===== src/rtl/vx_line_ser_pkg.sv =====
// Shared types and default geometry for the Vortex line-to-word serializer.
package vx_line_ser_pkg;

    localparam int LINE_BYTES_DEF = 64;
    localparam int WORDS_PER_LINE = LINE_BYTES_DEF / 4;
    localparam int BEAT_W         = (WORDS_PER_LINE > 1) ? $clog2(WORDS_PER_LINE) : 1;

    typedef enum logic [1:0] {
        IDLE = 2'd0,
        BEAT = 2'd1,
        RESP = 2'd2
    } state_t;

endpackage


===== src/rtl/vx_line_word_buffer.sv =====
// Word-addressed register array used to reassemble read beats into a full line.
module vx_line_word_buffer
    import vx_line_ser_pkg::*;
#(
    parameter int WORDS = WORDS_PER_LINE,
    parameter int IDX_W = BEAT_W
) (
    input  logic                  clk,
    input  logic                  rst_n,
    input  logic                  wr_en,
    input  logic [IDX_W-1:0]      wr_idx,
    input  logic [31:0]           wr_data,
    output logic [WORDS*32-1:0]   line
);

    logic [WORDS-1:0][31:0] mem_q;
    logic [WORDS-1:0][31:0] mem_d;

    // Next contents: replace only the indexed word
    always_comb begin
        mem_d = mem_q;
        if (wr_en) begin
            mem_d[wr_idx] = wr_data;
        end else begin
            mem_d = mem_q;
        end
    end

    // Storage register
    always_ff @(posedge clk or negedge rst_n) begin
        if (!rst_n) begin
            mem_q <= '0;
        end else begin
            mem_q <= mem_d;
        end
    end

    assign line = mem_q;

endmodule


===== src/rtl/vx_mem_line_serializer.sv =====
// Serialises 512-bit Vortex line requests into 32-bit generic-bus word transfers.
// Optional VX_LINE_SER_SKIP_EN: write beats with an all-zero byte-enable nibble are skipped.
module vx_mem_line_serializer
    import vx_line_ser_pkg::*;
#(
    parameter int          LINE_BYTES     = LINE_BYTES_DEF,
    parameter int          MEM_ADDR_WIDTH = 26,
    parameter int          TAG_WIDTH      = 56,
    parameter logic [31:0] BASE_ADDR      = 32'h0000_0000
) (
    input  logic                      clk,
    input  logic                      reset,
    input  logic                      mem_req_valid,
    input  logic                      mem_req_rw,
    input  logic [LINE_BYTES-1:0]     mem_req_byteen,
    input  logic [MEM_ADDR_WIDTH-1:0] mem_req_addr,
    input  logic [LINE_BYTES*8-1:0]   mem_req_data,
    input  logic [TAG_WIDTH-1:0]      mem_req_tag,
    output logic                      mem_req_ready,
    output logic                      mem_rsp_valid,
    output logic [LINE_BYTES*8-1:0]   mem_rsp_data,
    output logic [TAG_WIDTH-1:0]      mem_rsp_tag,
    input  logic                      mem_rsp_ready,
    output logic [31:0]               bus_addr,
    output logic [31:0]               bus_wdata,
    input  logic [31:0]               bus_rdata,
    output logic                      bus_ren,
    output logic                      bus_wen,
    output logic [3:0]                bus_byte_en,
    input  logic                      bus_busy,
    output logic                      busy
);

    localparam int               NWORDS    = LINE_BYTES / 4;
    localparam int               CNT_W     = (NWORDS > 1) ? $clog2(NWORDS) : 1;
    localparam logic [CNT_W-1:0] LAST_BEAT = CNT_W'(NWORDS - 1);

    state_t                    state_q, state_d;
    logic [CNT_W-1:0]          beat_q, beat_d;
    logic                      rw_q, rw_d;
    logic [MEM_ADDR_WIDTH-1:0] addr_q, addr_d;
    logic [LINE_BYTES*8-1:0]   data_q, data_d;
    logic [LINE_BYTES-1:0]     byteen_q, byteen_d;
    logic [TAG_WIDTH-1:0]      tag_q, tag_d;

    logic [31:0]                     word_s;
    logic [3:0]                      nibble_s;
    logic [MEM_ADDR_WIDTH+CNT_W+1:0] offset_s;
    logic                            skip_s;
    logic                            done_s;
    logic                            buf_wr_s;

    // Current beat's write word, enable nibble and byte offset of the word
    always_comb begin
        word_s   = data_q[{beat_q, 5'd0} +: 32];
        nibble_s = byteen_q[{beat_q, 2'd0} +: 4];
        offset_s = {addr_q, beat_q, 2'b00};
    end

`ifdef VX_LINE_SER_SKIP_EN
    assign skip_s = rw_q && (nibble_s == 4'h0);
`else
    assign skip_s = 1'b0;
`endif

    assign done_s   = (state_q == BEAT) && (skip_s || !bus_busy);
    assign buf_wr_s = (state_q == BEAT) && !rw_q && !bus_busy;

    // Output decode: driven only by registered state, never by request/response inputs
    always_comb begin
        mem_req_ready = (state_q == IDLE);
        mem_rsp_valid = (state_q == RESP);
        busy          = (state_q != IDLE);
        bus_ren       = 1'b0;
        bus_wen       = 1'b0;
        bus_addr      = 32'h0000_0000;
        bus_wdata     = 32'h0000_0000;
        bus_byte_en   = 4'h0;
        if ((state_q == BEAT) && !skip_s) begin
            bus_addr = BASE_ADDR + 32'(offset_s);
            if (rw_q) begin
                bus_wen     = 1'b1;
                bus_wdata   = word_s;
                bus_byte_en = nibble_s;
            end else begin
                bus_ren     = 1'b1;
                bus_byte_en = 4'hF;
            end
        end else begin
            bus_addr = 32'h0000_0000;
        end
    end

    // Next-state: accept in IDLE, step beats on completion, hold response until consumed
    always_comb begin
        state_d  = state_q;
        beat_d   = beat_q;
        rw_d     = rw_q;
        addr_d   = addr_q;
        data_d   = data_q;
        byteen_d = byteen_q;
        tag_d    = tag_q;
        case (state_q)
            IDLE: begin
                if (mem_req_valid) begin
                    rw_d     = mem_req_rw;
                    addr_d   = mem_req_addr;
                    data_d   = mem_req_data;
                    byteen_d = mem_req_byteen;
                    tag_d    = mem_req_tag;
                    beat_d   = '0;
                    state_d  = BEAT;
                end else begin
                    state_d = IDLE;
                end
            end
            BEAT: begin
                if (done_s && (beat_q == LAST_BEAT)) begin
                    state_d = rw_q ? IDLE : RESP;
                end else if (done_s) begin
                    beat_d = beat_q + CNT_W'(1);
                end else begin
                    state_d = BEAT;
                end
            end
            RESP: begin
                if (mem_rsp_ready) begin
                    state_d = IDLE;
                end else begin
                    state_d = RESP;
                end
            end
            default: begin
                state_d = IDLE;
            end
        endcase
    end

    // State and request-latch registers
    always_ff @(posedge clk or negedge reset) begin
        if (!reset) begin
            state_q  <= IDLE;
            beat_q   <= '0;
            rw_q     <= 1'b0;
            addr_q   <= '0;
            data_q   <= '0;
            byteen_q <= '0;
            tag_q    <= '0;
        end else begin
            state_q  <= state_d;
            beat_q   <= beat_d;
            rw_q     <= rw_d;
            addr_q   <= addr_d;
            data_q   <= data_d;
            byteen_q <= byteen_d;
            tag_q    <= tag_d;
        end
    end

    vx_line_word_buffer #(
        .WORDS (NWORDS),
        .IDX_W (CNT_W)
    ) u_rd_buf (
        .clk     (clk),
        .rst_n   (reset),
        .wr_en   (buf_wr_s),
        .wr_idx  (beat_q),
        .wr_data (bus_rdata),
        .line    (mem_rsp_data)
    );

    assign mem_rsp_tag = tag_q;

endmodule


===== config.mk =====
export PLATFORM = sky130hd
export DESIGN_NAME = vx_mem_line_serializer
export DESIGN_NICKNAME = d
export VERILOG_FILES = /design/src/rtl/vx_line_ser_pkg.sv /design/src/rtl/vx_line_word_buffer.sv /design/src/rtl/vx_mem_line_serializer.sv
export SDC_FILE = /design/constraint.sdc
export NUM_CORES = 2
export LEC_CHECK = 0
export ABC_CLOCK_PERIOD_IN_PS = 4200
export BUFFER_PORTS_ARGS = -buffer_cell sky130_fd_sc_hd__buf_4
export CORE_AREA = 2 2 524 526
export DETAILED_ROUTE_END_ITERATION = 12
export DIE_AREA = 0 0 526 528
export PLACE_DENSITY = 0.37
export SLEW_MARGIN = 40
export SYNTH_ARGS = -nofsm -noshare
export SYNTH_HDL_FRONTEND = slang
export SYNTH_SLANG_ARGS = --single-unit
export TNS_END_PERCENT = 1

===== constraint.sdc =====
create_clock -name clk -period 4.2 [get_ports clk]
set_input_delay 0.84 -clock clk [delete_from_list [all_inputs] [get_ports clk]]
set_output_delay 0.84 -clock clk [all_outputs]
set_load 0.05 [all_outputs]

Word-level counts from Yosys, hierarchy flattened:

Index checks and enable logic that the tools add are counted.

* flip-flop bits (word level): 1177
* input bits: 696

* add/subtract/negate cells: 1
* $lt $le $gt $ge: 2
* equal/unequal tests: 7
* shift operators: 2
* multiplexer cells: 22
* reductions and logical operators: 12

Operators by type and width (number)
* 512-bit bitwise mux: 1
* 512-bit by 10-bit variable part select with 32-bit output: 1
* 32-bit demux with 4-bit select: 1
* 32-bit 2-to-1 mux: 4
* 64-bit by 7-bit variable part select with 4-bit output: 1
* 4-bit 2-to-1 mux: 5
* 2-bit 2-to-1 mux: 4
* 4-bit one-hot mux with 2 select lines: 1
* 2-bit != test, second input constant: 3
* 2-bit one-hot mux with 3 select lines: 1
* 1-bit logical AND: 5
* 4-bit by 5-bit < comparator with 1-bit output, second input constant: 1
* 1-bit 2-to-1 mux: 5
* 4-bit by 1-bit adder with 4-bit output, second input constant: 1
* 4-bit == test, second input constant: 1
* 4-bit by 1-bit greater-or-equal comparator with 1-bit output, second input constant: 1
* 4-bit AND reduction: 1
* 2-bit nonzero test: 2
* 3-bit by 2-bit != test with 1-bit output, second input constant: 1
* 2-bit by 1-bit == test with 1-bit output, second input constant: 1
* 2-bit == test, second input constant: 1
* 1-bit zero test: 2
* 2-bit zero test: 1
* 2-bit AND reduction: 1

Depth between registers and ports, before layout:

* depth after elaboration: 5
* mapped depth: 10
* mapped depth without buffers: 5

Cells and area by module:

From an unflattened synthesis, not the netlist that was laid out.

* cell total of the unflattened synthesis: 2916
* area total of the unflattened synthesis: 49681.4 um^2

By module, submodules not included
* vx_mem_line_serializer: times used 1, cells each 1783, area an instance 30600.6 um^2, sequential area each 16641.0 um^2
* vx_line_word_buffer: times used 1, cells each 1133, area an instance 19080.8 um^2, sequential area each 12812.3 um^2

Worst setup path after synthesis:

Ideal clock, no wire load.

* kind: reg2out
* from: register rw_q
* to: output port bus_wdata[22]
* arrival: 2269 ps
* setup slack: 1091 ps
* cell stages (with the launch flop): 5
* path through: dfrtp_1 > clkbuf_1 > and2_1 > clkbuf_1 > nor2b_1

* cells in the longest elaborated chain, start to end: 2

RTL lines
* start, declared: line vx_mem_line_serializer.sv:40 `logic rw_q, rw_d;`
* start signal, assigned: line vx_mem_line_serializer.sv:152 `rw_q <= rw_d;`
* 32-bit 2-to-1 mux: line vx_mem_line_serializer.sv:81 `if (rw_q) begin`
* 32-bit 2-to-1 mux: line vx_mem_line_serializer.sv:79 `if ((state_q == BEAT) && !skip_s) begin`
* end, declared: line vx_mem_line_serializer.sv:25 `output logic [31:0] bus_wdata,`

Every way passes these cells.

Worst setup path in the final report:

* from: register beat_q[0]
* to: output port bus_wdata[4]

* cells in the longest elaborated chain, start to end: 3

RTL lines
* start, declared: line vx_mem_line_serializer.sv:39 `logic [CNT_W-1:0] beat_q, beat_d;`
* start signal, assigned: line vx_mem_line_serializer.sv:151 `beat_q <= beat_d;`
* 512-bit by 10-bit variable part select with 32-bit output: line vx_mem_line_serializer.sv:55 `word_s = data_q[{beat_q, 5'd0} +: 32];`
* 32-bit 2-to-1 mux: line vx_mem_line_serializer.sv:81
* 32-bit 2-to-1 mux: line vx_mem_line_serializer.sv:79

Every way passes these cells.

==> results.ini <==
[critical_path]
timing.critical_path.mode_cell=buf_4
worstPathMaxFanout=17
critical_path.slowest_cell=mux4_2
path_class=flip-flop to output pin
path_cells=buf_12 -> buf_16 -> mux4_2 -> a22o_1 -> a221oi_2 -> buf_4 -> nor2b_1 -> buf_4
worstPathArrival_ns=3.26
reg2regPathDepth=7
worst-r2r-setup-slack_ns=1.19
data_required_time_of_the_worst_path_ns=3.36
critical_path.reg2reg.startpoint=beat_q[1]
worstSetupStartpointType=flip-flop
worstSetupEndpointType=output pin
timing.critical_path.slowest_cell_delay_ns=0.55
crit-reg2reg-capture=u_rd_buf.line[311]

[layout]
utilization=0.2519
area.growth.synth_to_final_pct=41.29
drive_above_1_share=0.4115
final_net_count=6325
stdcell_area_mm2=0.06862

[clocking]
clk_latency_ns=0.83
clock_tree_from_tritoncts=done
cts-htree-levels=4
clkSlewWorstSetupHoldPaths_ns=0.06
cts_buffer_depth=4
cts-root-buf=clkbuf_16
clock_sink_count=1177
cts_buffers=161

[timing]
finalHoldViolCount=0
timing.final.setup_violations=0
period_needed_ns=4.099
slew_headroom=0.4767
final_critical_path_setup_slack_ns=0.1006
fin_crit_sh=0.9761
tightest_slew_ns=0.7850
timing.fmax_ghz=0.2439
rsz0062_at_grt=true
timing.clock.skew_ns=0.05176
final_max_slew_viol_count=0

[die]
rows=192
fp.dieArea_mm2=0.2777
initial_utilization=0.1783
ios=1337
core_mm2=0.2724
die-width_um=526
die_h_um=528

[grt]
grt_first_pass_wirelength_mm=336.7
antenna_found_initial=48
grt_pass1_vias=39730
total_overflow_reported_by_the_global_router=0
grt_start_max_net_pins=145
grt_usage=0.1728

[drt]
wl_per_cell_um=26.39
drt-total-wl_mm=246.7
drt_first_iter_violations=2179
num_vias=37460
drtPass1Iterations=5
routed_via_density=4.007
drcViolationCount=0
ant_nets=0

[worst_hold_path]
hold_depth=3
timing.hold.worst.class=input port to flip-flop
holdCritStartpoint=mem_req_addr[9]
min_delay_worst_endpoint=addr_q[9]

[logic_synthesis]
synth_top_cell_area_share=0.6064
yosys.area.top_type=dfrtp_1
synth.area.top_cells=dfrtp_1, nand2_1, mux2_2, mux4_2, clkbuf_1
synth_cell_type_count=37
ys_seq_elements=1177
syn_area_mm2=0.04857
synthesis.area_per_instance_um2=11.27
yosysSeqAreaShare=0.6064
yosysWarnings=0
synthCells=4309

[power_and_ir_drop]
power_density_mw_per_mm2=915.2
leakagePower_nw=34.52
max-vdd-ir-drop_mv=0.4286

[place]
port_buffer_count=1334
gp_congestion=0.8833
preCtsSetupSlack_ns=0.4897
estimated_wirelength_of_the_detail_placed_design_mm=185.8
detailed_place.area_mm2=0.06325

[flow_run]
max_cap_viol_count=0

[run_status]
run_status=complete, no violations

[registers in the layout, summed over array words and instances (netlist names)]
signal and count:
byteen_q 64, beat_q 4, mem_rsp_tag 56, u_rd_buf.line 512, data_q 512, rw_q 1
state_q 2, addr_q 26
[layout make-up]
type / instances / area (um2)
clock buffers: 244 / 4755
clock inverters: 34 / 362.8
flip-flops and latches: 1177 / 29470
well taps: 3589 / 4491
repair buffers: 1440 / 11450
inverters: 3 / 11.26
multi-input cells: 2842 / 18040
fillers: 29330 / 203800
diodes: 20 / 50.05
[report_power, final]
| group | switching [mW] | total, mW | leakage [nW] | internal (mW) |
|---|---|---|---|---|
| registers | 3.55 | 20.0 | 14.9 | 16.4 |
| clock network | 5.43 | 13.5 | 2.52 | 8.08 |
| logic | 19.4 | 29.3 | 17.1 | 9.95 |
| total | 28.4 | 62.8 | 34.5 | 34.5 |
[per-stage QoR]
step | hold slack [ns] | power (mW) | std cells | setup TNS [ns]
2_1_floorplan | 0.4374 | 37.51 | 4310 | 0
3_3_place_gp | 0.4491 | 49.55 | 9044 | 0
3_5_place_dp | 0.4568 | 49.74 | 9045 | 0
4_1_cts | 0.1257 | 63.82 | 9329 | -0.09618
5_1_grt | 0.1501 | 66.09 | 9343 | -0.04384
6_report | 0.2097 | 62.80 | 9349 | 0
[layer usage]
layer,global-route usage,up-vias,wire (um)
li1,-,16780,-
met1,0.2065,19010,99460
met2,0.2933,1305,120300
met3,0.04810,324,17040
met4,0.06628,38,9626
met5,0,-,251
[placed cells by master, fill, tap and decap left out, types with 20 or more instances in the layout]
cell and count:
nand2_1 1985, buf_4 1387, dfrtp_1 1173, mux2_2 496, clkbuf_16 164, mux4_2 139
clkbuf_1 45, buf_12 44, clkbuf_8 35, nor2b_1 33, and2_1 29, a22o_1 26
a221oi_1 23, diode_2 20, clkinv_2 20
[worst max path at each step]
| stage | startpoint | endpoint | slack [ns] | cells after the start |
|---|---|---|---|---|
| detailed placement | beat_q[0] | bus_wdata[4] | 0.49 | 8 |
| floorplan | rw_q | bus_wdata[22] | 1.09 | 4 |
| CTS | beat_q[1] | bus_wdata[4] | -0.09 | 8 |
| global route | beat_q[0] | bus_wdata[4] | -0.04 | 8 |
| finish | beat_q[0] | bus_wdata[4] | 0.10 | 8 |
| global placement | beat_q[0] | bus_wdata[4] | 0.43 | 8 |
[cell families after synthesis]
kind of cell | share of synthesized area
simple gates | 0.1663
buf+inv | 0.02566
compound gates | 0.01461
other cells | 0.00007721
flops | 0.6064
fa+ha+maj | 0.001031
mux | 0.1855
xor+xnor | 0.0003607
[synthesized netlist by cell type]
cell and n:
mux4_2 139, nor2_1 7, conb_1 1, mux2i_1 9
nand2b_4 1, buf_1 4, buf_4 5, nand3_1 3
a2111oi_2 1, buf_2 87, inv_1 3, a211oi_1 1
o21ai_0 2, ha_1 4, a221oi_1 33, and2_1 31
o221ai_1 1, nor4b_1 1, a22oi_1 4, buf_6 3
nand2_1 2002, a31oi_1 3, nor4b_2 3, o31ai_1 1
o31a_1 1, xnor2_1 2, mux2_1 18, nand3b_1 1
nand2b_1 2, dfrtp_1 1177, clkbuf_1 190, o221a_2 3
nor3_2 1, mux2_2 496, a22o_1 32, nor2b_1 36
and3_1 1
[worst max-delay path, delay by kind of cell, from the launching register on]
kind / cells / cell delay, ns
buf+inv: 4 / 0.79
flops: 1 / 0.44
mux: 1 / 0.55
compound gates: 2 / 0.57
simple gates: 1 / 0.08
[timing repair]
| item | CTS | global route |
|---|---|---|
| resized for setup | 20 | 9 |
| setup buffers | 4 | 0 |
| pin swaps | 1 | 1 |
| cloned | 1 | 0 |
| hold buffers | 1 | 0 |
| hold endpoints to repair | 32 | 0 |
| endpoints found under the setup margin | 29 | 7 |
(Power assumes the default switching activity.)
